$ cat config.mk
export PLATFORM = sky130hd
export DESIGN_NAME = store_buffer_flat
export DESIGN_NICKNAME = d
export VERILOG_FILES = /design/src/rtl/store_buffer_if.sv /design/src/rtl/store_buffer.sv /design/src/flat_wrapper.sv
export SDC_FILE = /design/constraint.sdc
export NUM_CORES = 1
export LEC_CHECK = 0
export ABC_AREA = 1
export ABC_CLOCK_PERIOD_IN_PS = 3700
export CORE_UTILIZATION = 25
export DETAILED_ROUTE_END_ITERATION = 7
export GPL_TIMING_DRIVEN = 0
export SYNTH_ARGS = -nofsm -noshare
export SYNTH_HDL_FRONTEND = slang
export SYNTH_SLANG_ARGS = --single-unit
$ cat constraint.sdc
create_clock -name clk -period 3.7 [get_ports clk]
set_input_delay 0.555 -clock clk [delete_from_list [all_inputs] [get_ports clk]]
set_output_delay 0.555 -clock clk [all_outputs]
set_load 0.005 [all_outputs]
$ cat src/rtl/store_buffer_if.sv
// Store/load/DataMem bundle for store_buffer.
//  master : pipeline + DataMem side (drives st_*, ld_req/ld_addr, mem_read_data)
//  slave  : store_buffer side (drives st_ready, ld_data/ld_fwd, mem_* outputs)
interface store_buffer_if;
  logic        st_valid;
  logic        st_ready;
  logic [15:0] st_addr;
  logic [15:0] st_data;
  logic        ld_req;
  logic [15:0] ld_addr;
  logic [15:0] ld_data;
  logic        ld_fwd;
  logic [15:0] mem_access_addr;
  logic [15:0] mem_write_data;
  logic        mem_write_en;
  logic        mem_read;
  logic [15:0] mem_read_data;

  modport master (
    output st_valid, st_addr, st_data, ld_req, ld_addr, mem_read_data,
    input  st_ready, ld_data, ld_fwd, mem_access_addr, mem_write_data,
           mem_write_en, mem_read
  );

  modport slave (
    input  st_valid, st_addr, st_data, ld_req, ld_addr, mem_read_data,
    output st_ready, ld_data, ld_fwd, mem_access_addr, mem_write_data,
           mem_write_en, mem_read
  );
endinterface

$ cat src/rtl/store_buffer.sv
// Posted-write buffer in front of DataMem.
// Stores queue in a circular FIFO and drain one per cycle whenever no load
// owns the DataMem address bus. Loads go straight to DataMem and pick up the
// youngest queued store whose low MATCH_W address bits match.
// Ports:
//  clk, rst_n   clock, async active-low reset
//  bus          store_buffer_if.slave (store handshake, load port, DataMem port)
//  count        entries held
//  empty        count == 0
module store_buffer #(
  parameter int DEPTH   = 4,
  parameter int MATCH_W = 3
) (
  input  logic                     clk,
  input  logic                     rst_n,
  store_buffer_if.slave            bus,
  output logic [$clog2(DEPTH):0]   count,
  output logic                     empty
);
  localparam int PW = $clog2(DEPTH);
  localparam logic [PW:0] FULL_CNT = (PW+1)'(DEPTH);

  typedef struct packed {
    logic [15:0] addr;
    logic [15:0] data;
  } sb_entry_t;

  sb_entry_t     ent_q [DEPTH];
  logic [PW-1:0] wr_ptr, rd_ptr;
  logic [PW:0]   cnt_q;
  logic          push, drain;

  assign bus.st_ready = (cnt_q != FULL_CNT);
  assign empty        = (cnt_q == '0);
  assign count        = cnt_q;
  assign push         = bus.st_valid && bus.st_ready;
  // Loads own the single DataMem address bus; the drain waits.
  assign drain        = !bus.ld_req && !empty;

  always_ff @(posedge clk or negedge rst_n) begin
    if (!rst_n) begin
      wr_ptr <= '0;
      rd_ptr <= '0;
      cnt_q  <= '0;
    end else begin
      if (push)  wr_ptr <= wr_ptr + 1'b1;
      if (drain) rd_ptr <= rd_ptr + 1'b1;
      case ({push, drain})
        2'b10:   cnt_q <= cnt_q + 1'b1;
        2'b01:   cnt_q <= cnt_q - 1'b1;
        default: cnt_q <= cnt_q;
      endcase
    end
  end

  // Payload needs no reset: count gates every read of it.
  always_ff @(posedge clk) begin
    if (push) ent_q[wr_ptr] <= '{addr: bus.st_addr, data: bus.st_data};
  end

  // Entries viewed in age order: slot 0 is the head (oldest).
  logic [DEPTH-1:0]       age_hit;
  logic [DEPTH-1:0][15:0] age_data;

  for (genvar i = 0; i < DEPTH; i++) begin : g_age
    logic [PW-1:0] idx;
    assign idx         = rd_ptr + PW'(i);
    assign age_hit[i]  = ((PW+1)'(i) < cnt_q) &&
                         (ent_q[idx].addr[MATCH_W-1:0] == bus.ld_addr[MATCH_W-1:0]);
    assign age_data[i] = ent_q[idx].data;
  end

  logic        fwd_hit;
  logic [15:0] fwd_data;

  // Later (younger) slots override earlier ones.
  always_comb begin
    fwd_hit  = 1'b0;
    fwd_data = '0;
    for (int i = 0; i < DEPTH; i++) begin
      if (age_hit[i]) begin
        fwd_hit  = 1'b1;
        fwd_data = age_data[i];
      end
    end
  end

  // DataMem port is driven only from registered state and the load port,
  // so st_* never reaches mem_* combinationally.
  always_comb begin
    bus.mem_access_addr = '0;
    bus.mem_write_data  = '0;
    bus.mem_write_en    = 1'b0;
    bus.mem_read        = 1'b0;
    bus.ld_data         = '0;
    bus.ld_fwd          = 1'b0;
    if (bus.ld_req) begin
      bus.mem_access_addr = bus.ld_addr;
      bus.mem_read        = 1'b1;
      bus.ld_fwd          = fwd_hit;
      bus.ld_data         = fwd_hit ? fwd_data : bus.mem_read_data;
    end else if (!empty) begin
      bus.mem_access_addr = ent_q[rd_ptr].addr;
      bus.mem_write_data  = ent_q[rd_ptr].data;
      bus.mem_write_en    = 1'b1;
    end
  end
endmodule

$ cat src/flat_wrapper.sv
// flat-port wrapper written by rule: the top's interface ports become plain ports
module store_buffer_flat 
#(
  parameter int DEPTH   = 4,
  parameter int MATCH_W = 3
)
  (clk, rst_n, count, empty, bus_st_valid, bus_st_addr, bus_st_data, bus_ld_req, bus_ld_addr, bus_mem_read_data, bus_st_ready, bus_ld_data, bus_ld_fwd, bus_mem_access_addr, bus_mem_write_data, bus_mem_write_en, bus_mem_read);
  store_buffer_if bus_i ();
  input  logic clk;
  input  logic rst_n;
  output logic [$clog2(DEPTH):0] count;
  output logic empty;
  input wire logic [$bits(bus_i.st_valid)-1:0] bus_st_valid;
  input wire logic [$bits(bus_i.st_addr)-1:0] bus_st_addr;
  input wire logic [$bits(bus_i.st_data)-1:0] bus_st_data;
  input wire logic [$bits(bus_i.ld_req)-1:0] bus_ld_req;
  input wire logic [$bits(bus_i.ld_addr)-1:0] bus_ld_addr;
  input wire logic [$bits(bus_i.mem_read_data)-1:0] bus_mem_read_data;
  output wire logic [$bits(bus_i.st_ready)-1:0] bus_st_ready;
  output wire logic [$bits(bus_i.ld_data)-1:0] bus_ld_data;
  output wire logic [$bits(bus_i.ld_fwd)-1:0] bus_ld_fwd;
  output wire logic [$bits(bus_i.mem_access_addr)-1:0] bus_mem_access_addr;
  output wire logic [$bits(bus_i.mem_write_data)-1:0] bus_mem_write_data;
  output wire logic [$bits(bus_i.mem_write_en)-1:0] bus_mem_write_en;
  output wire logic [$bits(bus_i.mem_read)-1:0] bus_mem_read;
  assign bus_i.st_valid = bus_st_valid;
  assign bus_i.st_addr = bus_st_addr;
  assign bus_i.st_data = bus_st_data;
  assign bus_i.ld_req = bus_ld_req;
  assign bus_i.ld_addr = bus_ld_addr;
  assign bus_i.mem_read_data = bus_mem_read_data;
  assign bus_st_ready = bus_i.st_ready;
  assign bus_ld_data = bus_i.ld_data;
  assign bus_ld_fwd = bus_i.ld_fwd;
  assign bus_mem_access_addr = bus_i.mem_access_addr;
  assign bus_mem_write_data = bus_i.mem_write_data;
  assign bus_mem_write_en = bus_i.mem_write_en;
  assign bus_mem_read = bus_i.mem_read;
  store_buffer #(.DEPTH(DEPTH), .MATCH_W(MATCH_W)) u_core (.clk(clk), .rst_n(rst_n), .bus(bus_i), .count(count), .empty(empty));
endmodule
Yosys cells after proc, flatten, opt, wreduce, memory -nomap -nowiden
Memories as Yosys holds them, arrays and structs flattened.
Cells that the tools add are included.

cells by class
  $add $sub $neg = 6
  $lt $le $gt $ge = 4
  equal/unequal tests = 7
  multiplexer cells = 21
  reductions and logical operators = 10

operator list
  cell                                                                          count
  16-bit 2-to-1 mux                                                             10
  3-bit equality test                                                           4
  1-bit 2-to-1 mux                                                              10
  1-bit logical AND                                                             6
  1-bit by 3-bit less-than comparator with 1-bit output (first input constant)  2
  2-bit by 3-bit less-than comparator with 1-bit output (first input constant)  2
  3-bit one-hot mux with 2 select lines                                         1
  2-bit by 1-bit adder with 2-bit output (second input constant)                2
  2-bit adder (second input constant)                                           2
  3-bit by 1-bit adder with 3-bit output (second input constant)                1
  3-bit logical NOT                                                             1
  3-bit inequality test (second input constant)                                 1
  3-bit by 1-bit subtractor with 3-bit output (second input constant)           1
  2-bit by 1-bit equality test with 1-bit output (second input constant)        1
  2-bit equality test (second input constant)                                   1
  1-bit logical NOT                                                             2
  2-bit nonzero test                                                            1

word-level totals
  flip-flop bits (word level) = 7
  memory bits (writable) = 128
  memories kept = 1

memories
  memory        words  bits a word  rd ports  clocked after Yosys merged registers in  write ports  line                RTL
  u_core.ent_q  4      32           4         0                                        1            store_buffer.sv:28  sb_entry_t ent_q [DEPTH];

Logic depth before layout (Yosys ltp)
Gate-level depths: netlist of run 1.
An unclocked memory read counts as a cell.

  word-level depth = 9
  depth in mapped cells = 17

Worst setup path before layout of run 1
Ideal clock, no wire load.

  path kind = register to register
  from = register u_core.cnt_q[0], in the netlist u_core.count[0]
  to = memory u_core.ent_q[0][0] in the netlist's numbering (enable)
  library setup time = 0.421 ns
  arrival time = 2.353 ns
  data required time = 3.279 ns
  setup slack = 0.926 ns
  stages on the path, launching flop included = 6
  buffers on the path = 0
  period minus slack after synthesis = 2.774 ns
  cell sequence = dfrtp_1 -> inv_1 -> ha_1 -> nand2_1 -> nand2_1 -> nor2_1

between the ends
  cells in the longest elaborated chain, start to end = 4

RTL lines
  element                                 line                RTL
  start, declared                         store_buffer.sv:30  logic [PW:0] cnt_q;
  start signal, assigned                  store_buffer.sv:49  2'b10: cnt_q <= cnt_q + 1'b1;
  start signal, assigned                  store_buffer.sv:50  2'b01: cnt_q <= cnt_q - 1'b1;
  start signal, assigned                  store_buffer.sv:51  default: cnt_q <= cnt_q;
  3-bit inequality test                   store_buffer.sv:33  assign bus.st_ready = (cnt_q != FULL_CNT);
  named net bus_st_ready                  flat_wrapper.sv:19  output wire logic [$bits(bus_i.st_ready)-1:0] bus_st_ready;
  1-bit logical AND                       store_buffer.sv:36  assign push = bus.st_valid && bus.st_ready;
  1-bit 2-to-1 mux                        store_buffer.sv:58  if (push) ent_q[wr_ptr] <= '{addr: bus.st_addr, data: bus.st_data};
  1-bit 2-to-1 mux (implied by the code)  store_buffer.sv:58
  end, declared                           store_buffer.sv:28

The timed path passes the listed nets, and every way through them passes these cells.

Worst setup path after layout of run 1
  from = register u_core.cnt_q[0], in the netlist u_core.count[0]
  to = output port bus_mem_access_addr[0]

between the ends
  cells in the longest elaborated chain, start to end = 3

RTL lines
  element            line                 RTL
  3-bit logical NOT  store_buffer.sv:34   assign empty = (cnt_q == '0);
  16-bit 2-to-1 mux  store_buffer.sv:102  end else if (!empty) begin
  16-bit 2-to-1 mux  store_buffer.sv:97   if (bus.ld_req) begin
  end, declared      flat_wrapper.sv:22   output wire logic [$bits(bus_i.mem_access_addr)-1:0] bus_mem_access_addr;

Every way passes these cells.

==> results.yml, run 1 <==
final_layout:
  seqCellArea_um2: 4020
  multiInputGateArea_um2: 3269
  num-nets-final: 1216
  stdcell_count: 1554
  syn_to_final_growth_pct: 33.49
  fill_cells: 3220
  antenna_cells: 0
  drive_gt1_frac: 0.1050
route:
  wl_mm: 23.04
  drtIter0Drc: 492
  viasPerCell: 4.448
  dr.pass1.iters: 6
  route.detailed.drc: 0
  ant_nets: 0
  wl_per_cell_um: 14.83
  vias: 6912
timing:
  slew_viol_final: 0
  fin_crit_sh: 0.9511
  rsz0062_at_grt: "false"
  fin_setup_tns_ps: 0
  max_freq_mhz: 284.2
  final-setup-viol-count: 0
  clock_skew_ps: 11.28
  period_minus_slack_ps: 3519
  maxSlewHeadroom: 0.4432
  tightest_slew_ps: 835.3
  hold_viol: 0
synthesis:
  synth_nets: 1061
  syn_area_um2: 7981
  yosysUniqueCellTypes: 29
  yosysWarnings: 0
  netlist_instances: 984
  yosysSeqAreaShare: 0.5035
  ys_ff_latch: 135
  syn_area_per_cell_um2: 8.111
power:
  pwr-share-seq: 0.228
  switchingPower_uw: 4283
  swShare: 0.4542
  leakage_uw: 0.004621
  p_comb_frac: 0.598
  clock_power_share: 0.174
  ir_worst_vdd_mv: 0.2888
  power_density_nw_per_um2: 885.2
  internal-power_uw: 5148
die:
  die_area_um2: 32640
  ios: 124
  coreArea_um2: 31470
  start_util: 0.2536
  rows: 65
  die_width_um: 180.7
  dieHeight_um: 180.7
clock_tree:
  cts-root-buf: "clkbuf_16"
  htreeDepth: 4
  clk_pin_slew_ps: 70
  clock_latency_ps: 410
  ctsHoldBuffers: 0
  cts_tree: "done"
  cts_buffers: 17
  clk_path_buf_depth: 2
  cts_sinks: 135
worst_setup_path:
  cp.required_ps: 3140
  path_common_cell: "inv_1"
  startpoint: "u_core.count[0]$_DFFE_PN0P_"
  critPathSlowestCell: "clkdlybuf4s50_1"
  crit_type: "flip-flop to output pin"
  crit_path_start_kind: "flip-flop"
  worstPathMaxFanout: 10
  cp.depth: 9
  cp.arrival_ps: 2960
  critPathMaxStageDelay_ps: 560
  crit_family: "buffers and inverters"
  timing.reg2reg.setup_slack_ps: 1400
  r2r-end: "u_core.ent_q[3][14]$_DFFE_PP_"
  crit_path_cell_trace: "inv_1 > ha_1 > inv_1 > nor2_1 > nor2_4 > inv_1 > clkbuf_2 > o22ai_1 > clkdlybuf4s50_1"
  crit_end: "bus_mem_access_addr[0]"
  reg2regPathDepth: 6
  end_kind: "output pin"
  critical_path_buf_inv_count: 5
  r2r-start: "u_core.count[0]$_DFFE_PN0P_"
placement:
  place_hpwl_mm: 18.25
  numPortBuffers: 123
  place_congestion: 0.8827
  dp.cells: 1513
flow_run:
  maxCapViolations: 0
global_route:
  antenna_found_initial: 0
  gr-total-overflow: 0
  grt_max_degree: 20
  grt_pass1_vias: 6625
  grt_use_total: 0.1416
  grt_first_pass_wirelength_mm: 36.23
status:
  run_status: "complete, no violations"
hold_path:
  hold_path.class: "primary input to async pin"
==> synth_stat cells (all sizes together) <==
cell type | instances | area share
o2bb2ai | 13 | 0.014
xor2 | 6 | 0.0066
nand3 | 67 | 0.042
clkbuf | 31 | 0.015
a21oi | 18 | 0.016
o22ai | 2 | 0.0016
a221oi | 13 | 0.014
nor2 | 70 | 0.040
a21boi | 1 | 0.00094
dfrtp | 7 | 0.022
clkinv | 1 | 0.0011
o21ai | 149 | 0.093
nand2 | 323 | 0.16
inv | 118 | 0.055
buf | 26 | 0.022
edfxtp | 128 | 0.48
xnor2 | 2 | 0.0022
ha | 9 | 0.014
==> metrics by stage <==
step,area (um^2),setup slack [ps],util,hold slack (ps),total power [uW]
floorplan,7981,926.3,-,259.4,5625
global placement,9716,-415.4,0.3087,536.3,7432
detailed placement,9856,-246.2,0.3131,541.0,7574
CTS,10470,7.456,0.3327,421.7,9239
global route,10650,5.558,0.3385,431.9,10200
finish,10650,180.8,0.3385,421.0,9431
==> flip-flops by register name, indices dropped and copies added (netlist names) <==
| name | cells |
|---|---|
| u_core.wr_ptr | 2 |
| u_core.rd_ptr | 2 |
| u_core.count | 3 |
| u_core.ent_q | 128 |
==> per-layer routing <==
| metal | wire, um | share of wire | GRT usage | vias up |
|---|---|---|---|---|
| met5 | 0 | 0 | 0 | - |
| met4 | 536 | 0.023 | 0.05026 | 0 |
| met3 | 1092 | 0.047 | 0.02486 | 27 |
| met2 | 10890 | 0.47 | 0.2381 | 200 |
| met1 | 10530 | 0.46 | 0.1817 | 3120 |
| li1 | - | - | - | 3565 |
==> cell families after synthesis <==
kind of cell,count (synthesis),synth area share
simple gates,460,0.2391
xor+xnor,8,0.008779
flops,135,0.5035
fa+ha+maj,9,0.01411
buf+inv,176,0.09359
compound gates,196,0.1409
==> worst min path at each step <==
stage / to
finish: u_core.wr_ptr[1]$_DFFE_PN0P_
CTS: u_core.wr_ptr[1]$_DFFE_PN0P_
floorplan: u_core.count[0]$_DFFE_PN0P_
global route: u_core.count[1]$_DFFE_PN0P_
detailed placement: u_core.count[1]$_DFFE_PN0P_
global placement: u_core.count[1]$_DFFE_PN0P_
==> what timing repair did <==
item,in CTS,in global routing
gates resized for setup,4,53
cloned,0,2
buffers inserted,0,8
pin swaps,0,8
endpoints found under the setup margin,31,26
==> placed cells by master, fill, tap and decap left out, types with 9 or more instances in the layout <==
master | synthesis | layout
clkbuf_2 | 0 | 10
clkbuf_1 | 31 | 20
dlymetal6s2s_1 | 0 | 15
nor2_1 | 64 | 59
clkbuf_16 | 0 | 17
buf_4 | 4 | 12
nand2_2 | 10 | 12
ha_1 | 9 | 9
o2bb2ai_1 | 13 | 13
edfxtp_1 | 128 | 128
inv_1 | 116 | 116
o21ai_0 | 130 | 129
clkdlybuf4s50_1 | 0 | 108
a221oi_1 | 13 | 13
nand2_1 | 311 | 309
nand3_1 | 67 | 67
a21oi_2 | 11 | 14
o21ai_1 | 19 | 20
==> cell type report <==
| class | count | area share |
|---|---|---|
| Buffer | 56 | 0.02995 |
| Clock buffer | 17 | 0.03993 |
| Clock inverter | 15 | 0.01715 |
| Inverter | 119 | 0.04240 |
| Multi-Input combinational cell | 673 | 0.3069 |
| Sequential cell | 135 | 0.3773 |
| Tap cell | 402 | 0.04721 |
| Timing Repair Buffer | 137 | 0.1392 |
==> power by group through the flow <==
stage,clock network (uW),logic (uW),registers (uW)
finish,1640,5640,2150
floorplan,0,3470,2160
global placement,0,5230,2200
global route,1740,6290,2180
detailed placement,0,5390,2180
CTS,1670,5430,2150
(Power assumes the default switching activity.)
==> run 2, diff against run 1 <==
--- a/config.mk
+++ b/config.mk
@@ -6,9 +6,11 @@
 export NUM_CORES = 1
 export LEC_CHECK = 0
 export ABC_AREA = 1
-export ABC_CLOCK_PERIOD_IN_PS = 3700
+export ABC_CLOCK_PERIOD_IN_PS = 3400
+export CORE_ASPECT_RATIO = 0.5
 export CORE_UTILIZATION = 25
 export DETAILED_ROUTE_END_ITERATION = 7
+export DONT_BUFFER_PORTS = 1
 export GPL_TIMING_DRIVEN = 0
 export SYNTH_ARGS = -nofsm -noshare
 export SYNTH_HDL_FRONTEND = slang
==> constraint.sdc (replaced) <==
create_clock -name clk -period 3.4 [get_ports clk]
set_input_delay 0.51 -clock clk [delete_from_list [all_inputs] [get_ports clk]]
set_output_delay 0.51 -clock clk [all_outputs]
set_load 0.005 [all_outputs]
==> results.yml, run 2 (same netlist as run 1, synthesis figures left out) <==
status:
  run_status: "complete, no violations"
die:
  start_util: 0.2587
  dieHeight_um: 128.3
  die_area_um2: 32690
  ios: 124
  coreArea_um2: 30850
  die_width_um: 254.7
  rows: 45
final_layout:
  mostFrequentLayoutCell: "nand2_1"
  drive_gt1_frac: 0.09403
  stdcell_count: 1444
  fill_cells: 3297
  num-nets-final: 1085
  regMostFlops: "u_core.ent_q"
  layout_common_cells: "311 x nand2_1, 130 x o21ai_0, 128 x edfxtp_1"
  syn_to_final_growth_pct: 16.19
  largest_reg_flops: 128
  antenna_cells: 0
worst_setup_path:
  end_kind: "output pin"
  cp.required_ps: 2890
  critPathSlowestCell: "clkbuf_1"
  path_common_cell: "inv_1"
  crit_family: "buffers and inverters"
  crit_path_start_kind: "flip-flop"
  crit_type: "flip-flop to output pin"
  cp.arrival_ps: 2730
  crit_path_cell_trace: "inv_1 > ha_1 > inv_1 > nor2_1 > nor2_4 > inv_1 > clkbuf_1 > o21ai_0"
  critical_path_buf_inv_count: 4
  worstPathMaxFanout: 10
  critPathMaxStageDelay_ps: 550
clock_tree:
  cts_setup_buffers: 0
  cts_tree: "done"
  clk_pin_slew_ps: 70
  clk_path_buf_depth: 2
  cts_sinks: 135
  clock_latency_ps: 420
  htreeDepth: 4
  cts-root-buf: "clkbuf_16"
  cts_buffers: 17
power:
  p_comb_frac: 0.548
  ir_worst_vdd_mv: 0.3918
  power_density_nw_per_um2: 1018
  leakage_uw: 0.003858
  swShare: 0.4782
  internal-power_uw: 4927
  clock_power_share: 0.203
  pwr-share-seq: 0.249
  switchingPower_uw: 4516
  p_total_uw: 9444
global_route:
  grt_first_pass_wirelength_mm: 34.88
  grt_use_met3: 0.02347
  grt.met1_usage: 0.1895
  grt_pass1_vias: 5899
  grt.busiest_layer: "met2"
  gr-total-overflow: 0
  grt_max_degree: 29
  grt_use_met2: 0.2329
  antenna_found_initial: 0
  grt_use_total: 0.1418
timing:
  hold_viol: 0
  slew_viol_final: 0
  final-setup-viol-count: 0
  maxSlewHeadroom: 0.5162
  rsz0062_at_grt: "false"
  fin_crit_sh: 0.9519
  period_minus_slack_ps: 3236
  max_freq_mhz: 309.0
  clock_skew_ps: 12.64
  tightest_slew_ps: 725.6
route:
  viasPerCell: 4.485
  route.detailed.drc: 0
  vias: 6477
  drtIter0Drc: 525
  dr.pass1.iters: 5
  ant_nets: 0
  wl_per_cell_um: 16.08
  wl_mm: 23.22
placement:
  numPortBuffers: 0
  place_congestion: 0.8600
  dp.cells: 1411
  place_hpwl_mm: 18.30
hold_path:
  hold_path.class: "primary input to flip-flop"
flow_run:
  maxCapViolations: 0
-- run 2: changes by cell type in the layout (fill, tap and decap cells not counted), sizes merged --
cell / change
buf: -9
dlymetal6s2s: -15
dlygate4sd3: +1
clkdlybuf4s50: -108
clkinvlp: +1
bufinv: +2
inv: +1
clkinv: -4
-- run 2: what timing repair did --
action                                 4_1_cts  5_1_grt
setup endpoints to repair                   20        5
gates resized for setup                      1        2
endpoints found under the hold margin        7        0
hold buffers                                 1        0
-- run 2: final cells by class --
cell class | instances | area (um^2) | share of cell area
repair buffers | 5 | 97.59 | 0.01052
plain buffers | 57 | 295.3 | 0.03184
well taps | 423 | 529.3 | 0.05707
clock buffers | 17 | 425.4 | 0.04587
clock inverters | 15 | 198.9 | 0.02145
inverters | 119 | 451.7 | 0.04870
multi-input cells | 673 | 3257 | 0.3512
flip-flops and latches | 135 | 4019 | 0.4334
-- run 2: worst reg2reg max path, stage by stage, from the launching register on --
cell and delay [ps]:
dfrtp_1 470, inv_1 130, ha_1 240, nand2_1 110
nand2_1 390, nor2_4 630, buf_16 240
-- run 2: per-stage QoR --
stage / setup WS, ps / TNS [ps] / instance area [um^2] / hold WS, ps / utilization
floorplan: 626.3 / 0 / 7981 / 214.4 / -
global placement: -768.9 / -89040 / 8511 / 214.7 / 0.2758
detailed placement: 312.0 / 0 / 8628 / 214.7 / 0.2796
CTS: 109.2 / 0 / 9265 / 167.4 / 0.3003
global route: 11.95 / 0 / 9274 / 162.0 / 0.3006
finish: 163.7 / 0 / 9274 / 180.4 / 0.3006
-- run 2: path summary, 6_finish.rpt --
path | to | cells past startpoint | startpoint | slack, ps
worst max-delay path | bus_mem_access_addr[13] | 8 | u_core.count[0]$_DFFE_PN0P_ | 160
worst min-delay path | u_core.ent_q[0][23]$_DFFE_PP_ | 0 | bus_st_addr[7] | 180
worst max register to register | u_core.ent_q[1][26]$_DFFE_PP_ | 6 | u_core.count[0]$_DFFE_PN0P_ | 900
worst min register to register | u_core.count[1]$_DFFE_PN0P_ | 2 | u_core.count[1]$_DFFE_PN0P_ | 590
max in group asynchronous | u_core.wr_ptr[0]$_DFFE_PN0P_ | 1 | rst_n | 2560
min in group asynchronous | u_core.count[0]$_DFFE_PN0P_ | 1 | rst_n | 500
-- run 2: power groups by stage --
stage / Sequential, uW / Combinational, uW / Clock (uW)
final: 2350 / 5170 / 1920
after global routing: 2380 / 5800 / 2010
after CTS: 2350 / 5140 / 1940
after detailed placement: 2380 / 5110 / 0
after global placement: 2410 / 5010 / 0
after floorplan: 2350 / 3780 / 0
-- run 2: routing by layer --
layer | vias to the layer above | wire (um)
met1 | 2966 | 10780
met2 | 193 | 10800
li1 | 3293 | -
met4 | 0 | 505
met5 | - | 0
met3 | 25 | 1138
==> run 3, diff against run 2 <==
--- a/config.mk
+++ b/config.mk
@@ -7,6 +7,7 @@
 export LEC_CHECK = 0
 export ABC_AREA = 1
 export ABC_CLOCK_PERIOD_IN_PS = 3400
+export CAP_MARGIN = 20
 export CORE_ASPECT_RATIO = 0.5
 export CORE_UTILIZATION = 25
 export DETAILED_ROUTE_END_ITERATION = 7
==> results of run 3 <==
No change in the layout: final DEF, timing and power equal those of run 2.
